File: src/rtl/irq_ctrl_pkg.sv
// Shared constants for the external-interrupt controller: register offsets
// within the 8-word block and the CLAIM word layout.
package irq_ctrl_pkg;

  localparam logic [2:0] OFS_ENABLE = 3'd0;
  localparam logic [2:0] OFS_STATUS = 3'd1;
  localparam logic [2:0] OFS_MODE   = 3'd2;
  localparam logic [2:0] OFS_POL    = 3'd3;
  localparam logic [2:0] OFS_CLAIM  = 3'd4;

  localparam int CLAIM_VALID_BIT = 31;

  function automatic logic [31:0] claim_word(input logic valid, input logic [7:0] id);
    logic [31:0] w;
    w                  = '0;
    w[CLAIM_VALID_BIT] = valid;
    w[7:0]             = id;
    return w;
  endfunction

endpackage

File: src/rtl/irq_src_cell.sv
// One interrupt source: input synchroniser, polarity adjust, edge detect and
// the STATUS flop with edge (sticky, W1C) or level (follows input) behaviour.
module irq_src_cell
  import irq_ctrl_pkg::*;
#(
  parameter int SYNC_STAGES = 2
) (
  input  logic clk,
  input  logic rst_n,
  input  logic int_src,
  input  logic enable,
  input  logic mode,
  input  logic pol,
  input  logic pol_wval,
  input  logic meie,
  input  logic clr,
  input  logic pol_we,
  output logic status
);

  logic [SYNC_STAGES-1:0] sync_q;
  logic                   prev_q;
  logic                   sync;
  logic                   adj;
  logic                   edge_det;

  assign sync     = sync_q[SYNC_STAGES-1];
  assign adj      = sync ^ pol;
  assign edge_det = adj & ~prev_q;

  // NOTE: sequential state uses non-blocking assignments so every flop samples
  // pre-edge values regardless of statement order.
  always_ff @(posedge clk or negedge rst_n) begin
    if (!rst_n) begin
      sync_q <= '0;
      prev_q <= 1'b0;
      status <= 1'b0;
    end else begin
      sync_q <= {sync_q[SYNC_STAGES-2:0], int_src};
      // Reloading prev with the new polarity hides the polarity flip itself.
      prev_q <= pol_we ? (sync ^ pol_wval) : adj;
      if (mode) begin
        status <= adj & enable & meie;
      end else if (edge_det & enable & meie) begin
        status <= 1'b1;
      end else if (clr) begin
        status <= 1'b0;
      end
    end
  end

endmodule

File: src/rtl/irq_ctrl_n.sv
// External-interrupt controller on the dma_io bus: ENABLE/STATUS/MODE/POLARITY
// registers, lowest-index CLAIM, and a daisy-chained registered read path.
module irq_ctrl_n
  import irq_ctrl_pkg::*;
#(
  parameter int          NUM_SRC     = 8,
  parameter int          SYNC_STAGES = 2,
  parameter logic [13:0] BASE_ADR    = 14'h3E80
) (
  input  logic               clk,
  input  logic               rst_n,
  input  logic [NUM_SRC-1:0] int_src,
  input  logic               csr_meie,
  input  logic               csr_rmie,
  output logic               g_interrupt,
  output logic               g_interrupt_1shot,
  input  logic               dma_io_we,
  input  logic [13:0]        dma_io_wadr,
  input  logic [31:0]        dma_io_wdata,
  input  logic [13:0]        dma_io_radr,
  input  logic               dma_io_radr_en,
  input  logic [31:0]        dma_io_rdata_in,
  output logic [31:0]        dma_io_rdata
);

  localparam logic [10:0] BLK_ADR = BASE_ADR[13:3];

  logic [NUM_SRC-1:0] enable_q;
  logic [NUM_SRC-1:0] mode_q;
  logic [NUM_SRC-1:0] pol_q;
  logic [NUM_SRC-1:0] status;
  logic [NUM_SRC-1:0] pending;
  logic [NUM_SRC-1:0] wdata_src;
  logic [NUM_SRC-1:0] clr_vec;

  logic       wr_hit;
  logic [2:0] wr_ofs;
  logic       wr_status;
  logic       wr_pol;
  logic       unused_wdata;

  logic       claim_valid;
  logic [7:0] claim_id;
  logic       g_dly_q;

  logic       rd_hit_q;
  logic [2:0] rd_ofs_q;
  logic [31:0] rd_val;

  // Bus write decode
  assign wr_hit       = dma_io_we && (dma_io_wadr[13:3] == BLK_ADR);
  assign wr_ofs       = dma_io_wadr[2:0];
  assign wr_status    = wr_hit && (wr_ofs == OFS_STATUS);
  assign wr_pol       = wr_hit && (wr_ofs == OFS_POL);
  assign wdata_src    = dma_io_wdata[NUM_SRC-1:0];
  assign clr_vec      = wr_status ? wdata_src : '0;
  assign unused_wdata = ^dma_io_wdata;

  always_ff @(posedge clk or negedge rst_n) begin
    if (!rst_n) begin
      enable_q <= '0;
      mode_q   <= '0;
      pol_q    <= '0;
    end else if (wr_hit) begin
      case (wr_ofs)
        OFS_ENABLE: enable_q <= wdata_src;
        OFS_MODE:   mode_q   <= wdata_src;
        OFS_POL:    pol_q    <= wdata_src;
        default:    ;
      endcase
    end
  end

  for (genvar i = 0; i < NUM_SRC; i++) begin : g_src
    irq_src_cell #(
      .SYNC_STAGES(SYNC_STAGES)
    ) u_cell (
      .clk     (clk),
      .rst_n   (rst_n),
      .int_src (int_src[i]),
      .enable  (enable_q[i]),
      .mode    (mode_q[i]),
      .pol     (pol_q[i]),
      .pol_wval(wdata_src[i]),
      .meie    (csr_meie),
      .clr     (clr_vec[i]),
      .pol_we  (wr_pol),
      .status  (status[i])
    );
  end

  assign pending     = status & enable_q;
  assign claim_valid = |pending;

  // NOTE: every variable written in always_comb gets a default first so no
  // path leaves it unassigned and no latch is inferred.
  always_comb begin
    claim_id = '0;
    for (int i = NUM_SRC - 1; i >= 0; i--) begin
      if (pending[i]) claim_id = 8'(i);
    end
  end

  assign g_interrupt       = claim_valid & csr_rmie;
  assign g_interrupt_1shot = g_interrupt & ~g_dly_q;

  always_ff @(posedge clk or negedge rst_n) begin
    if (!rst_n) begin
      g_dly_q  <= 1'b0;
      rd_hit_q <= 1'b0;
      rd_ofs_q <= '0;
    end else begin
      g_dly_q  <= g_interrupt;
      rd_hit_q <= dma_io_radr_en && (dma_io_radr[13:3] == BLK_ADR);
      rd_ofs_q <= dma_io_radr[2:0];
    end
  end

  // Registers are sampled in the cycle after the strobe, so a same-cycle write is visible.
  always_comb begin
    rd_val = '0;
    case (rd_ofs_q)
      OFS_ENABLE: rd_val[NUM_SRC-1:0] = enable_q;
      OFS_STATUS: rd_val[NUM_SRC-1:0] = status;
      OFS_MODE:   rd_val[NUM_SRC-1:0] = mode_q;
      OFS_POL:    rd_val[NUM_SRC-1:0] = pol_q;
      OFS_CLAIM:  rd_val              = claim_word(claim_valid, claim_id);
      default:    rd_val              = '0;
    endcase
  end

  assign dma_io_rdata = rd_hit_q ? rd_val : dma_io_rdata_in;

endmodule

File: config.mk
export PLATFORM = sky130hd
export DESIGN_NAME = irq_ctrl_n
export DESIGN_NICKNAME = d
export VERILOG_FILES = /design/src/rtl/irq_ctrl_pkg.sv /design/src/rtl/irq_src_cell.sv /design/src/rtl/irq_ctrl_n.sv
export SDC_FILE = /design/constraint.sdc
export NUM_CORES = 1
export LEC_CHECK = 0
export BUFFER_PORTS_ARGS = -buffer_cell sky130_fd_sc_hd__buf_2
export CORE_MARGIN = 2
export CORE_UTILIZATION = 46
export DETAILED_ROUTE_END_ITERATION = 10
export PLACE_DENSITY = 0.8
export SETUP_SLACK_MARGIN = 0.02
export SYNTH_ARGS = -nofsm -noshare
export SYNTH_HDL_FRONTEND = slang
export SYNTH_SLANG_ARGS = --single-unit
File: constraint.sdc
create_clock -name clk -period 2.6 [get_ports clk]
set_input_delay 0.78 -clock clk [delete_from_list [all_inputs] [get_ports clk]]
set_output_delay 0.78 -clock clk [all_outputs]
set_load 0.05 [all_outputs]
==> results.py <==
metrics = {
    "run_status": {
        "status": "finished, violations left",
        "violations": "negative setup slack",
    },
    "place": {
        "dp_hpwl_mm": 5.22,
        "io_buffers": 115,
        "gp_congestion": 0.789,
    },
    "grt": {
        "grt_pass1_wl_mm": 11.7,
        "gr-total-overflow": 0,
        "grt_max_degree": 39,
        "grt_pass1_vias": 2468,
        "grt_usage": 0.215,
        "antenna_found_initial": 0,
    },
    "hold_path": {
        "worstHoldStart": "g_src[3].u_cell.sync_q[0]$_DFF_PN0_",
        "hold_path.class": "reg2reg",
    },
    "worst_setup_path": {
        "critical_path_class": "reg2out",
        "endpoint_kind": "output pin",
        "crit_family": "multiplexers",
        "worstPathArrival_ns": 1.91,
        "slowest_stage": "mux4_2",
        "crit_required_ns": 1.82,
        "crit_chain": "mux4_2, and2_4, a221o_1, buf_6",
        "crit_path_start": "rd_ofs_q[1]$_DFF_PN0_",
        "cp-start-kind": "register",
        "path_max_fanout": 6,
        "max_stage_delay_ns": 0.52,
        "r2r_start": "g_src[2].u_cell.status$_DFFE_PN0P_",
        "crit_buf_inv": 1,
    },
    "power_and_ir_drop": {
        "peakVddDrop_mv": 0.359,
        "p_per_area_nw_per_um2": 520,
        "power.total_mw": 2.10,
        "total_leakage_power_nw": 1.99,
    },
    "timing": {
        "slew_headroom": 0.627,
        "grt_setup_unrepaired": "yes",
        "worst_slack_ns": -0.0934,
        "hold_violations": 0,
        "period_minus_slack_ns": 2.69,
        "timing.fmax_mhz": 371,
        "skew_ns": 0.00966,
        "tightest_slew_ns": 0.559,
        "slew_violations": 0,
        "setup_viol": 3,
        "min_period_over_period": 1.04,
        "finalSetupTns_ns": -0.215,
    },
    "detailed_routing": {
        "vias": 2477,
        "via_per_inst": 5.48,
        "ant_nets": 0,
        "finalWirelength_mm": 7.22,
        "first_iter_violations": 150,
        "drc": 0,
        "post_drt_wl_per_cell_um": 16.0,
        "firstDrtPassIters": 4,
    },
    "yosys": {
        "synth.avg_cell_area_sq_um": 12.6,
        "synth_cell_types": 34,
        "syn-cell-area_sq_um": 2900,
        "synth_top_area_cell": "dfrtp_1",
        "yosys_register_bits": 61,
        "syn_inst": 229,
        "synth_fp_nets": 335,
        "yosysTopAreaCellShare": 0.527,
        "synth_warnings": 0,
        "seq_area_frac_synth": 0.527,
        "synth_area_leaders": "dfrtp_1, mux2_2, mux4_2",
    },
    "cts": {
        "hold_buffers": 0,
        "cts_tree": "built",
        "clk_latency_ns": 0.34,
        "clock_sinks": 61,
        "cts_root_buffer": "clkbuf_8",
        "clk_pin_slew_worst_paths_ns": 0.06,
        "numCtsBuffers": 9,
        "cts_max_level": 3,
        "clock_path_buffers": 2,
    },
    "floorplanning": {
        "start_util": 0.483,
        "die_y_um": 83.3,
        "core-area_sq_um": 5990,
        "die-area_sq_um": 6940,
        "fp-row-count": 28,
        "ios": 140,
        "fp.dieW_um": 83.3,
    },
    "finish": {
        "final_layout_size_suffix_gt1_frac": 0.520,
        "layout.nets": 479,
        "n_antenna_cell": 0,
        "syn2layout_area_growth_pct": 39.4,
        "fillCellCount": 447,
    },
    "job": {
        "drv_cap": 0,
    },
}
## final timing paths
kind / endpoint / slack, ns / depth (start not counted)
hold / removal: g_src[3].u_cell.sync_q[1]$_DFF_PN0_ / 0.34 / 0
setup reg to reg: g_dly_q$_DFF_PN0_ / 1.15 / 4
setup / recovery: dma_io_rdata[1] / -0.09 / 4
hold reg to reg: g_src[3].u_cell.sync_q[1]$_DFF_PN0_ / 0.34 / 0
max in group asynchronous: rd_ofs_q[1]$_DFF_PN0_ / 1.58 / 2
min in group asynchronous: g_src[4].u_cell.sync_q[1]$_DFF_PN0_ / 0.43 / 1
## synthesized netlist by cell type
master / instances
or4bb_1: 1
nor2_1: 3
o21ai_0: 2
clkinv_1: 1
a21oi_1: 9
o211ai_1: 1
and2_1: 2
mux2_2: 16
a31oi_1: 1
nor4_1: 1
a22o_1: 6
or4_4: 2
nand4_1: 2
clkbuf_1: 5
a221o_1: 2
mux2_4: 8
nand2b_1: 1
dfrtp_1: 61
a222oi_1: 1
xor2_1: 16
nand2_1: 21
a32o_1: 10
nor2b_1: 25
or3b_1: 1
mux4_2: 8
nor4_2: 1
nand4b_1: 3
nand3_1: 3
inv_1: 9
a22oi_1: 2
buf_6: 1
nor3_2: 1
nor3b_1: 2
nor4b_1: 1
## layer usage
layer,GRT usage,wire (um),vias up,part of all wire
met5,0,0,-,0
met4,0.101,152,0,0.021
met3,0.0676,754,16,0.10
met2,0.354,3570,143,0.49
met1,0.258,2750,1201,0.38
li1,-,-,1117,-
## flip-flops by register name, indices dropped and copies added (netlist names)
register and count:
pol_q 8, g_src.u_cell.status 8, g_src.u_cell.sync_q 16, g_dly_q 1, rd_ofs_q 3, enable_q 8
g_src.u_cell.prev_q 8, rd_hit_q 1, mode_q 8
## final cells by class
cell class	count	area [sq um]	share of cell area
sequential	61	1530	0.379
timing repair buffer	139	845	0.209
tap	75	93.8	0.0232
clock buffer	14	163	0.0403
clock inverter	1	30.0	0.00744
multi-input combinational	152	1340	0.332
inverter	10	37.5	0.00930
## where the power goes
group          switching [mW]  internal, mW
clock network           0.341         0.491
registers              0.0152         0.972
logic                   0.168         0.110
total                   0.525          1.57
## stage by stage
| stage | hold WS, ns | worst slack, ns | std cells | cell area, sq um | util |
|---|---|---|---|---|---|
| 2_1_floorplan | 0.331 | -0.0923 | 229 | 2900 | - |
| 3_3_place_gp | 0.332 | -0.230 | 430 | 3680 | 0.614 |
| 3_5_place_dp | 0.336 | -0.241 | 430 | 3680 | 0.614 |
| 4_1_cts | 0.350 | -0.0898 | 450 | 3990 | 0.666 |
| 5_1_grt | 0.364 | -0.152 | 452 | 4040 | 0.674 |
| 6_report | 0.343 | -0.0934 | 452 | 4040 | 0.674 |
## placed cells by master, fill, tap and decap left out, drive strengths merged
cell and n:
nand4b 3, o21ai 2, nand3 3, inv 9, clkbuf 14, a32o 10, or4 2, nand2 21
bufinv 1, o211ai 1, nor3b 2, a21oi 9, mux2 24, or4bb 1, nor2 3, a221o 2
nor3 1, nand4 2, a31oi 1, dfrtp 61, and2 2, a22oi 2, buf 139, xor2 16
clkinv 1, nor4b 1, mux4 8, a222oi 1, nor4 2, or3b 1, a22o 6, nand2b 1
nor2b 25
## cell families after synthesis
group           synth area share
flops                      0.527
mux                        0.166
compound gates            0.0920
buf+inv                   0.0233
xor+xnor                  0.0484
simple gates               0.143
## what timing repair did
item / 4_1_cts / 5_1_grt
pin swaps: 9 / 3
gates resized for setup: 26 / 9
gates cloned: 0 / 0
setup buffers: 5 / 2
setup endpoints to repair: 11 / 11
(Power assumes the default switching activity.)
